File: config.mk
export PLATFORM = sky130hd
export DESIGN_NAME = fetch_unit
export DESIGN_NICKNAME = d
export VERILOG_FILES = /design/src/rtl/riscv_pkg.sv /design/src/rtl/fetch_unit_pc_next_sel.sv /design/src/rtl/fetch_unit.sv
export SDC_FILE = /design/constraint.sdc
export NUM_CORES = 1
export LEC_CHECK = 0
export CORE_ASPECT_RATIO = 1.75
export CORE_MARGIN = 2
export CORE_UTILIZATION = 32
export CTS_CLUSTER_SIZE = 8
export DETAILED_ROUTE_END_ITERATION = 12
export GPL_TIMING_DRIVEN = 0
export PLACE_DENSITY = 0.67
export SYNTH_ARGS = -nofsm -noshare
export SYNTH_HDL_FRONTEND = slang
export SYNTH_SLANG_ARGS = --single-unit
File: constraint.sdc
create_clock -name clk -period 1.65 [get_ports clk]
set_input_delay 0.165 -clock clk [delete_from_list [all_inputs] [get_ports clk]]
set_output_delay 0.165 -clock clk [all_outputs]
set_load 0.02 [all_outputs]
File: src/rtl/riscv_pkg.sv
// Shared types and constants for the RISC-V fetch stage.
package riscv_pkg;

    localparam int unsigned DEFAULT_XLEN = 32;
    localparam int unsigned ILEN         = 32;
    localparam logic [ILEN-1:0] NOP_INSTR = 32'h0000_0013;

    typedef enum logic [2:0] {
        IDLE,
        REQ,
        WAIT,
        HOLD,
        FAULT
    } fetch_state_t;

endpackage

File: src/rtl/fetch_unit_pc_next_sel.sv
// Next-PC mux for the fetch stage: sequential pc+4, branch/jump target, or JALR target
// with bit0 cleared; also flags a word-misaligned result.
module pc_next_sel
    import riscv_pkg::*;
#(
    parameter int unsigned XLEN = DEFAULT_XLEN
) (
    input  logic [XLEN-1:0] pc,
    input  logic            redirect_valid,
    input  logic            redirect_jalr,
    input  logic [XLEN-1:0] redirect_target,
    output logic [XLEN-1:0] next_pc_c,
    output logic            misalign_c
);

    always_comb begin
        next_pc_c = pc + XLEN'(4);
        if (redirect_valid) begin
            next_pc_c = redirect_target;
            if (redirect_jalr) begin
                next_pc_c[0] = 1'b0;
            end
        end
        misalign_c = |next_pc_c[1:0];
    end

endmodule

File: src/rtl/fetch_unit.sv
// Instruction-fetch stage: owns the PC, issues one imem request at a time and holds the
// returned word until the core retires it. Optional feature: FETCH_MISALIGN_CHK_EN.
module fetch_unit
    import riscv_pkg::*;
#(
    parameter int unsigned     XLEN     = DEFAULT_XLEN,
    parameter logic [XLEN-1:0] RESET_PC = '0
) (
    input  logic            clk,
    input  logic            reset,
    output logic            imem_req_valid,
    input  logic            imem_req_ready,
    output logic [XLEN-1:0] imem_addr,
    input  logic            imem_rsp_valid,
    input  logic [ILEN-1:0] imem_rdata,
    output logic            instr_valid,
    output logic [ILEN-1:0] instr,
    output logic [XLEN-1:0] instr_pc,
    output logic [XLEN-1:0] instr_pc_plus4,
    input  logic            instr_ready,
    input  logic            redirect_valid,
    input  logic            redirect_jalr,
    input  logic [XLEN-1:0] redirect_target,
    output logic            fetch_fault
);

`ifdef FETCH_MISALIGN_CHK_EN
    localparam bit CHK_EN = 1'b1;
`else
    localparam bit CHK_EN = 1'b0;
`endif

    // Without the checker the low address bits are simply dropped.
    localparam logic [XLEN-1:0] ADDR_MASK = CHK_EN ? {XLEN{1'b1}} : {{(XLEN-2){1'b1}}, 2'b00};

    fetch_state_t    state;
    logic [XLEN-1:0] next_pc;
    logic            misalign;

    pc_next_sel #(
        .XLEN(XLEN)
    ) u_pc_next_sel (
        .pc             (imem_addr),
        .redirect_valid (redirect_valid),
        .redirect_jalr  (redirect_jalr),
        .redirect_target(redirect_target),
        .next_pc_c      (next_pc),
        .misalign_c     (misalign)
    );

    assign instr_pc_plus4 = instr_pc + XLEN'(4);

    // imem_addr doubles as the PC register; it only moves on retire.
    always_ff @(posedge clk or negedge reset) begin
        if (!reset) begin
            state          <= IDLE;
            imem_req_valid <= 1'b0;
            imem_addr      <= RESET_PC;
            instr_valid    <= 1'b0;
            instr          <= NOP_INSTR;
            instr_pc       <= RESET_PC;
            fetch_fault    <= 1'b0;
        end else begin
            unique case (state)
                IDLE: begin
                    state          <= REQ;
                    imem_req_valid <= 1'b1;
                end
                REQ: begin
                    if (imem_req_ready) begin
                        state          <= WAIT;
                        imem_req_valid <= 1'b0;
                    end
                end
                WAIT: begin
                    if (imem_rsp_valid) begin
                        state       <= HOLD;
                        instr       <= imem_rdata;
                        instr_pc    <= imem_addr;
                        instr_valid <= 1'b1;
                    end
                end
                HOLD: begin
                    if (instr_ready) begin
                        instr_valid <= 1'b0;
                        if (CHK_EN && misalign) begin
                            state       <= FAULT;
                            fetch_fault <= 1'b1;
                        end else begin
                            state          <= REQ;
                            imem_req_valid <= 1'b1;
                            imem_addr      <= next_pc & ADDR_MASK;
                        end
                    end
                end
                FAULT: begin
                end
                default: begin
                    state <= IDLE;
                end
            endcase
        end
    end

endmodule

==> results of run 1 <==
synth_stat cells (2+ instances only):
library cell,number,area (µm²)
a211oi_1,4,30.0
a21oi_1,22,110
a22oi_1,4,30.0
a2bb2oi_1,6,52.6
a311oi_1,4,35.0
a31oi_1,5,31.3
a32oi_1,2,17.5
and2_1,4,25.0
and3_1,10,62.6
and4_1,5,43.8
buf_2,4,20.0
buf_4,7,52.6
clkbuf_1,16,60.1
clkbuf_2,2,10.0
dfrtp_1,93,2330
dfstp_2,3,78.8
ha_1,5,62.6
inv_1,16,60.1
mux2_2,59,664
mux2i_1,3,30.0
nand2_1,38,143
nand2b_1,4,25.0
nand3_1,21,105
nand4_1,6,37.5
nor2_1,30,113
nor2b_1,2,12.5
nor3_1,9,45.0
nor4_1,7,43.8
o21ai_0,36,180
o22ai_1,3,18.8
o2bb2ai_1,2,17.5
o31ai_1,2,15.0
or2_2,2,12.5
or3_1,7,43.8
or4_1,2,15.0
xnor2_1,18,158
xor2_1,10,87.6
cell usage in the layout, fill, tap and decap left out, types with 4 or more instances in the layout:
master,n
nand2_1,25
clkbuf_8,4
buf_6,26
clkdlybuf4s50_1,124
nand3_2,4
nor2_4,9
a2bb2oi_1,5
o21ai_1,9
conb_1,7
xor2_1,6
and4_4,4
dlymetal6s2s_1,19
nand3_1,11
and3_1,7
xor2_2,4
dfrtp_1,57
and3_4,4
mux2_2,59
nand3_4,7
a31oi_1,5
a21oi_1,19
dlygate4sd2_1,17
nor4_4,6
dfrtp_2,36
o21ai_0,26
clkbuf_16,10
xnor2_2,12
nor3_4,4
nand2b_1,4
nor3_1,6
nand4_1,6
inv_1,16
a22oi_1,4
clkbuf_2,9
or3_1,5
ha_4,4
buf_4,112
a311oi_1,4
nand2_2,10
nor2_1,20
timing repair:
action / CTS / global route
hold buffers: 1 / 0
buffers inserted: 61 / 41
pin swaps: 35 / 38
resized for setup: 258 / 100
gates cloned: 0 / 1
setup endpoints to repair: 125 / 114
hold endpoints to repair: 37 / 0
per-stage QoR:
step	worst slack [ps]	util, %	power, mW	hold WS (ps)
floorplan	-283	-	9.13	-131
global placement	-3530	48.5	13.0	484
detailed placement	-987	48.7	13.3	176
CTS	-814	56.0	16.5	349
global route	-847	59.8	18.0	395
finish	-744	59.8	17.2	355
worst reg2reg max path: cells and delay by family (launching register included):
family	cells	cell delay [ps]
AND/OR/NAND/NOR	3	570
flip-flops	1	400
AO/OA/AOI/OAI	2	390
buffers and inverters	2	290
adder cells (fa/ha/maj)	1	120
worst max path at each step:
stage                            from                  to  slack, ps  depth (start not counted)
after detailed placement  instr_pc[3]  instr_pc_plus4[29]       -990                          6
after floorplan           instr_pc[2]  instr_pc_plus4[22]       -280                          7
after global placement          reset       imem_addr[19]      -3530                          1
after global routing      instr_pc[2]  instr_pc_plus4[26]       -850                          8
final                     instr_pc[2]  instr_pc_plus4[27]       -740                          7
after CTS                 instr_pc[2]  instr_pc_plus4[26]       -810                          8
kinds of logic after synthesis:
| logic type | synth area share, % |
|---|---|
| muxes | 13.8 |
| DFF | 48.0 |
| other | 0.0748 |
| xor gates and xnor gates | 4.89 |
| and+or+nand+nor | 16.6 |
| AOI/OAI and AO/OA | 11.3 |
| buffers and inverters | 4.12 |
| adders and majority gates | 1.25 |
registers in the layout, indices dropped and copies added (netlist names):
signal          flops
imem_req_valid      1
imem_addr          30
instr              32
state               2
instr_pc           30
instr_valid         1
power groups by stage:
stage / logic, mW / clock network, mW / registers, mW
after global routing: 10.3 / 2.46 / 5.23
final: 9.79 / 2.33 / 5.04
after floorplan: 2.93 / 0 / 6.20
after detailed placement: 8.08 / 0 / 5.20
after global placement: 7.91 / 0 / 5.08
after CTS: 9.11 / 2.39 / 4.99
area by class of cell:
class                      instances  area [µm²]
clock buffer                      11         253
clock inverter                     5        78.8
multi-input combinational        351        3120
tap                              186         233
buffer                            28         224
inverter                          16        60.1
sequential                        96        2450
timing repair buffer             294        2790
fill                            1198        6180
metal layers:
metal	vias to the layer above	share of wire [%]	wire (µm)	GRT usage, %
met3	72	5.3	1040	3.09
met1	2580	33	6430	21.7
met4	0	5.3	1040	11.9
met2	254	56	11000	39.2
li1	2363	-	-	-
met5	-	0	0	0
==> flow_summary.ini, run 1 <==
[yosys]
synth_edf_count = 0
postSynthAreaPerCell_um2 = 10.3
ys.flop_type = dfrtp_1
synth_area_um2 = 5010
ys_types = 51
yosys_warnings = 1
ys_seq_area_share_pct = 48.0
postSynthCellCount = 487
ys_ff_latch = 96
async_reset_ff_share_pct = 100

[floorplanning]
top_level_ports = 202
fp.dieW_um = 98.6
core-area_um2 = 15400
die_h_um = 170
start_util_pct = 32.6
die_area_um2 = 16700
rows = 60

[power_and_ir_drop]
power_frac_comb_pct = 57.1
power_frac_clock_pct = 13.6
p_switching_mw = 7.12
peakVddDrop_uv = 789
seqPwrFrac_pct = 29.3
p_per_area_nw_per_um2 = 1860
p_int_mw = 10.0
p_leak_nw = 4.16
switching_share_pct = 41.5

[sta]
finClkSkew_ps = 6.85
period_share_pct = 145
max_freq_mhz = 418
finalSetupTns_ps = -14310
period_needed_ps = 2390
setup_viol = 39
fin_ws_ps = -744
rsz0062_at_grt = yes
drv_slew = 0
hold_viol_final = 0
slew_headroom_pct = 64.0
worst_pin_slew_ps = 540

[cts]
cts.htree.levels = 3
clkLatencyLatePin_ps = 350
cts_inserted_buffers = 9
clk_pin_slew_ps = 70
cts_tree = done
cts_max_path_buffers = 2
cts_sinks = 96
root_buffer = clkbuf_16

[routing]
num_vias = 5269
drt_iter0_markers = 396
totalWireLength_um = 19500
remaining_drc_errors = 0
vias_per_cell = 5.34
wl_per_cell_um = 19.7
dr.pass1.iters = 6
postRouteAntennaNets = 0

[place]
dpl_cell_area_um2 = 7490
io_buffer_count = 191
gp_congestion = 0.834
place_inst = 871
dp_hpwl_um = 12600

[layout]
antenna_cells = 0
area_delta_synth_final_pct = 83.6
drive_above_1_share_pct = 46.3
fin_cells = 987
fin_area_um2 = 9210
final_nets = 872

[global_route]
grt_pass1_vias = 5207
grt_first_pass_wirelength_um = 27700
antenna_found_initial = 0
track_usage_pct = 20.9
grt_max_degree = 60
overflow = 0

[worst_setup_path]
r2r_start = imem_addr[2]
critPathRequiredTime_ps = 1480
crit_family = simple AND/OR/NAND/NOR gates
worst_setup_path_start_kind = flop
max_stage_delay_ps = 590
path_max_fanout = 4
crit_type = reg -> out
rr_endpoint = imem_addr[22]
end_kind = output pin
reg2reg_depth = 8
crit_arrival_ps = 2230
crit_chain = nand3_4 > or4_4 > nor3_4 > buf_12 > nand3_2 > xnor2_4 > buf_6
crit_slowest_cell = or4_4
critPathBufInv = 2
reg2reg_setup_slack_ps = -210

[outcome]
violations = setup timing
outcome = finished, violations left

[run]
max_cap_violations = 0

[min_path]
min_path_type = in -> async
Power figures use the tool's default switching activity.
==> run 2: changes to the inputs <==
ABC_AREA = 1   (was unset)
CAP_MARGIN = 20   (was unset)
CORE_UTILIZATION = 35   (was 32)
PLACE_DENSITY = 0.7   (was 0.67)
==> run 2 against run 1 <==
  * The flow still finishes with violations (setup timing)
  * Utilization down 2.5 points
  * Clock skew increased by 5.3 ps
  * Clock power fell by 12%
  * Sequential cell count unchanged
  * Die area up 1.4%
  * Critical path type unchanged
  * Largest cell class unchanged
  * Largest power group unchanged
  * Highest routed layer unchanged
==> flow_summary.ini, run 2 <==
[min_path]
min_path_type = in -> reg

[sta]
period_share_pct = 126
drv_slew = 0
rsz0062_at_grt = yes
slew_headroom_pct = 52.9
finalSetupTns_ps = -7360
period_needed_ps = 2080
hold_viol_final = 0
setup_viol = 25
finClkSkew_ps = 12.1
worst_pin_slew_ps = 706
whs_ps = 270
max_freq_mhz = 481
fin_ws_ps = -429

[worst_setup_path]
crit_arrival_ps = 1910
worst_setup_path_start_kind = flop
end_kind = output pin
reg2reg_setup_slack_ps = 60
crit_type = reg -> out
critPathRequiredTime_ps = 1480
path_max_fanout = 3

[power_and_ir_drop]
p_per_area_nw_per_um2 = 1820
power_frac_comb_pct = 57.7
peakVddDrop_uv = 897
switching_share_pct = 46.2
p_switching_mw = 7.59
p_int_mw = 8.83
power_frac_clock_pct = 12.5
p_leak_nw = 4.54
seqPwrFrac_pct = 29.8

[routing]
postRouteAntennaNets = 0
wl_per_cell_um = 16.1
dr_wl_met3_um = 1150
drt_iter0_markers = 366
remaining_drc_errors = 0
top_layer = met4
routed-wl-met2_um = 10700
vias_per_cell = 4.96
wl_met1_um = 7070
totalWireLength_um = 20300
dr.pass1.iters = 5
num_vias = 6240

[global_route]
grt_max_degree = 53
antenna_found_initial = 1
track_usage_pct = 23.4
overflow = 0
grt_first_pass_wirelength_um = 31000
grt_pass1_vias = 6180

[yosys]
ys.flop_type = dfrtp_1
yosys.area.top_type = dfrtp_1
yosys_warnings = 1
synth_commonest_cells = nand2_1, dfrtp_1, nor2_1, inv_1, o21ai_0
synth_top_area_share_pct = 41.8
postSynthAreaPerCell_um2 = 7.03
postSynthCellCount = 792
ys_seq_area_share_pct = 43.2
ys_ff_latch = 96
async_reset_ff_share_pct = 100
synth_area_um2 = 5570
yosys.cell_count.top_type = nand2_1
ys_types = 35
synth_edf_count = 0
yosys-top-cells-area = dfrtp_1, nand2_1, nor2_1

[layout]
largest_register_ff_count = 32
fin_cells = 1257
final_common_cell = nand2_1
largest-register = instr
area_delta_synth_final_pct = 61.9
fin_area_um2 = 9010
nFillCells = 1437
drive_above_1_share_pct = 25.0
final_nets = 1138
top_regs = instr: 32 flops, imem_addr: 30 flops, instr_pc: 30 flops
mostFrequentLayoutCells = nand2_1, clkdlybuf4s50_1, buf_4

[outcome]
violations = setup timing
outcome = finished, violations left

[cts]
clkLatencyLatePin_ps = 350
cts_sinks = 96
cts_inserted_buffers = 9
cts.htree.levels = 3
clk_pin_slew_ps = 70
cts_max_path_buffers = 2
cts_tree = done
root_buffer = clkbuf_16

[floorplanning]
die_area_um2 = 17000
core-area_um2 = 15700
rows = 61
start_util_pct = 35.4
die_h_um = 171
fp.dieW_um = 99.3
top_level_ports = 202

[place]
io_buffer_count = 190
gp_congestion = 0.982
dp_hpwl_um = 14900
dpl_cell_area_um2 = 7800
place_inst = 1178

[run]
max_cap_violations = 0
[run 2: path summary, 6_finish.rpt]
path,to,cells past startpoint,start
min,imem_addr[16],5,redirect_valid
min reg2reg,instr[4],2,instr[4]
max,instr_pc_plus4[26],8,instr_pc[2]
max reg2reg,imem_addr[20],8,imem_addr[2]
max in group asynchronous,instr[0],3,reset
min in group asynchronous,imem_addr[24],2,reset
[run 2: cells by family (layout without fill, tap and decap cells)]
| kind of cell | after synthesis | count (layout) | share of synthesized area (%) |
|---|---|---|---|
| AND/OR/NAND/NOR | 483 | 483 | 36.4 |
| buffers and inverters | 101 | 370 | 7.42 |
| flip-flops | 96 | 96 | 43.2 |
| AO/OA/AOI/OAI | 80 | 80 | 7.64 |
| XOR/XNOR | 26 | 26 | 4.09 |
| adder cells (fa/ha/maj) | 5 | 5 | 1.12 |
| other | 1 | 8 | 0.0674 |
[run 2: metrics by stage]
step | worst slack [ps] | power, mW | util, %
after floorplan | -50.0 | 9.11 | -
after global placement | -3620 | 13.2 | 49.5
after detailed placement | -688 | 13.3 | 49.6
after CTS | -422 | 16.0 | 55.1
after global routing | -468 | 17.5 | 57.3
final | -429 | 16.4 | 57.3
[run 2: critical path: stages (launching register included)]
cell	delay (ps)
dfrtp_2	400
ha_4	160
nand3_4	100
nor2_4	120
nand2_4	100
nor3_4	280
nand2_2	110
xnor2_2	130
buf_4	160
[run 2: cell type report]
class,count,area (µm²),area share (%)
Antenna cell,1,2.50,0.0278
Tap cell,189,236,2.62
Clock inverter,5,40.0,0.444
Multi-Input combinational cell,601,3210,35.6
Buffer,31,169,1.87
Clock buffer,11,253,2.81
Inverter,70,270,3.00
Sequential cell,96,2440,27.1
Timing Repair Buffer,253,2390,26.6
[run 2: what timing repair did]
action / in CTS / in global routing
endpoints found under the hold margin: 44 / 0
hold buffers: 1 / 0
setup buffers: 47 / 14
setup endpoints to repair: 128 / 126
resized for setup: 249 / 105
pin swaps: 29 / 31
[run 2: power groups by stage]
stage / logic (mW) / clock network (mW) / registers, mW
2_1_floorplan: 3.19 / 0 / 5.92
3_3_place_gp: 8.31 / 0 / 4.87
3_5_place_dp: 8.42 / 0 / 4.88
4_1_cts: 9.11 / 2.07 / 4.82
5_1_grt: 10.2 / 2.19 / 5.07
6_report: 9.46 / 2.06 / 4.90
[run 2: layer usage]
layer	vias to the layer above	global-route usage, %
met3	82	4.21
met1	2881	23.3
met5	-	0
li1	3017	-
met2	260	43.5
met4	0	15.7
==> run 3: changes to the inputs <==
clock period = 1.9 ns   (was 1.65 ns; I/O delays follow)
==> run 3 against run 2 <==
  * Register-to-register slack better by 60 ps
  * The run still ends with setup timing left
  * Cell area is 1.0% lower
  * Non-clock buffer count up 9
  * Critical endpoint is now instr_pc_plus4[18]
  * Setup slack improved by 250 ps
==> flow_summary.ini, run 3 (synthesis results as in run 2) <==
[cts]
cts_max_path_buffers = 2
cts_tree = done
clkLatencyLatePin_ps = 350
root_buffer = clkbuf_16
cts_sinks = 96
clk_pin_slew_ps = 70
cts_inserted_buffers = 9
cts.htree.levels = 3

[layout]
fin_cells = 1265
final_common_cell = nand2_1
largest-register = instr
post-route-util_pct = 56.7
antenna_cells = 0
area_delta_synth_final_pct = 60.3
drive_above_1_share_pct = 21.1
top_regs = instr: 32 flops, imem_addr: 30 flops, instr_pc: 30 flops
fin_area_um2 = 8920
final_nets = 1147
largest_register_ff_count = 32
mostFrequentLayoutCells = nand2_1, clkdlybuf4s50_1, buf_4

[sta]
worst_pin_slew_ps = 677
slew_headroom_pct = 54.9
fin_ws_ps = -182
max_freq_mhz = 480
period_share_pct = 110
finClkSkew_ps = 9.91
finalSetupTns_ps = -1370
setup_viol = 17
rsz0062_at_grt = yes
hold_viol_final = 0
whs_ps = 311
period_needed_ps = 2080
drv_slew = 0

[worst_setup_path]
worst_setup_path_start_kind = flop
crit_end = instr_pc_plus4[18]
critPathLaunch = instr_pc[2]
crit_arrival_ps = 1890
r2r_start = imem_addr[3]
critPathRequiredTime_ps = 1710
reg2reg_depth = 10
crit_type = reg -> out
path_max_fanout = 4
reg2reg_setup_slack_ps = 120
end_kind = output pin
rr_endpoint = imem_addr[28]

[routing]
dr.pass1.iters = 6
postRouteAntennaNets = 0
drt_iter0_markers = 395
remaining_drc_errors = 0
num_vias = 6293
vias_per_cell = 4.97
totalWireLength_um = 20300
wl_per_cell_um = 16.0

[run]
max_cap_violations = 0

[power_and_ir_drop]
total_power_mw = 14.4
p_int_mw = 7.82
p_per_area_nw_per_um2 = 1610
power_frac_comb_pct = 58.5
switching_share_pct = 45.7
peakVddDrop_uv = 672
seqPwrFrac_pct = 29.4
power_frac_clock_pct = 12.1
p_leak_nw = 4.28
p_switching_mw = 6.59

[place]
dp_slack_ps = -491
gp_congestion = 0.933
dp_hpwl_um = 14700
dpl_cell_area_um2 = 7760
io_buffer_count = 190
place_inst = 1178

[global_route]
use_met3_pct = 4.37
top_usage_layer = met2
use_met2_pct = 42.3
grt_max_degree = 56
antenna_found_initial = 0
grt_first_pass_wirelength_um = 30000
overflow = 0
track_usage_pct = 22.6
grt_pass1_vias = 5960
grtUsageMet1_pct = 22.8

[min_path]
min_path_type = in -> reg

[floorplanning]
rows = 61
start_util_pct = 35.4
core-area_um2 = 15700
fp.dieW_um = 99.3
top_level_ports = 202
die_area_um2 = 17000
die_h_um = 171

[outcome]
violations = setup timing
outcome = finished, violations left
run 3: cell types whose count changed in the layout (fill, tap and decap cells not counted), sizes merged:
cell | previous run | this run
buf | 106 | 110
clkdlybuf4s15 | 0 | 1
clkdlybuf4s50 | 125 | 161
clkinv | 6 | 4
diode | 1 | 0
dlygate4sd2 | 13 | 2
dlymetal6s2s | 21 | 0
inv | 69 | 71
run 3: final cells by class:
| cell class | instances | area, µm² |
|---|---|---|
| plain buffers | 31 | 153 |
| flip-flops and latches | 96 | 2430 |
| multi-input cells | 601 | 3120 |
| clock inverters | 5 | 40.0 |
| inverters | 70 | 273 |
| fillers | 1443 | 6800 |
| repair buffers | 262 | 2420 |
| clock buffers | 11 | 243 |
| well taps | 189 | 236 |
run 3: metal layers:
| metal | vias to the layer above | share of wire (%) | routed length (µm) |
|---|---|---|---|
| met2 | 245 | 54 | 11000 |
| met5 | - | 0 | 0 |
| met3 | 60 | 5.7 | 1170 |
| li1 | 3033 | - | - |
| met4 | 0 | 5.2 | 1060 |
| met1 | 2955 | 35 | 7040 |
run 3: power groups by stage:
stage          Clock (mW)  Sequential (mW)  Combinational [mW]
2_1_floorplan           0             5.11                2.72
3_3_place_gp            0             4.22                7.17
3_5_place_dp            0             4.22                7.26
4_1_cts              1.78             4.14                7.86
5_1_grt              1.86             4.38                9.05
6_report             1.75             4.24                8.42
run 3: critical path, stage by stage (launching register included):
cell	delay, ps
dfrtp_2	400
ha_4	160
nand3_4	80
nor2_4	110
nand2_4	70
buf_12	130
nor2_8	120
nand2_4	80
nor2_4	110
xor2_2	140
buf_6	130
run 3: timing repair:
action                                 4_1_cts  5_1_grt
setup endpoints to repair                   61       48
pin swaps                                   14       31
hold buffers                                 1        0
resized for setup                          172       85
endpoints found under the hold margin       41        0
buffers inserted                            39       31
run 3: worst min path at each step:
stage	startpoint	to	slack, ps	depth (start not counted)
2_1_floorplan	reset	imem_addr[10]	-110	0
3_3_place_gp	instr[4]	instr[4]	460	2
3_5_place_dp	reset	imem_addr[24]	210	1
4_1_cts	redirect_valid	imem_addr[16]	300	5
5_1_grt	redirect_valid	imem_addr[16]	330	5
6_report	redirect_valid	imem_addr[16]	310	5
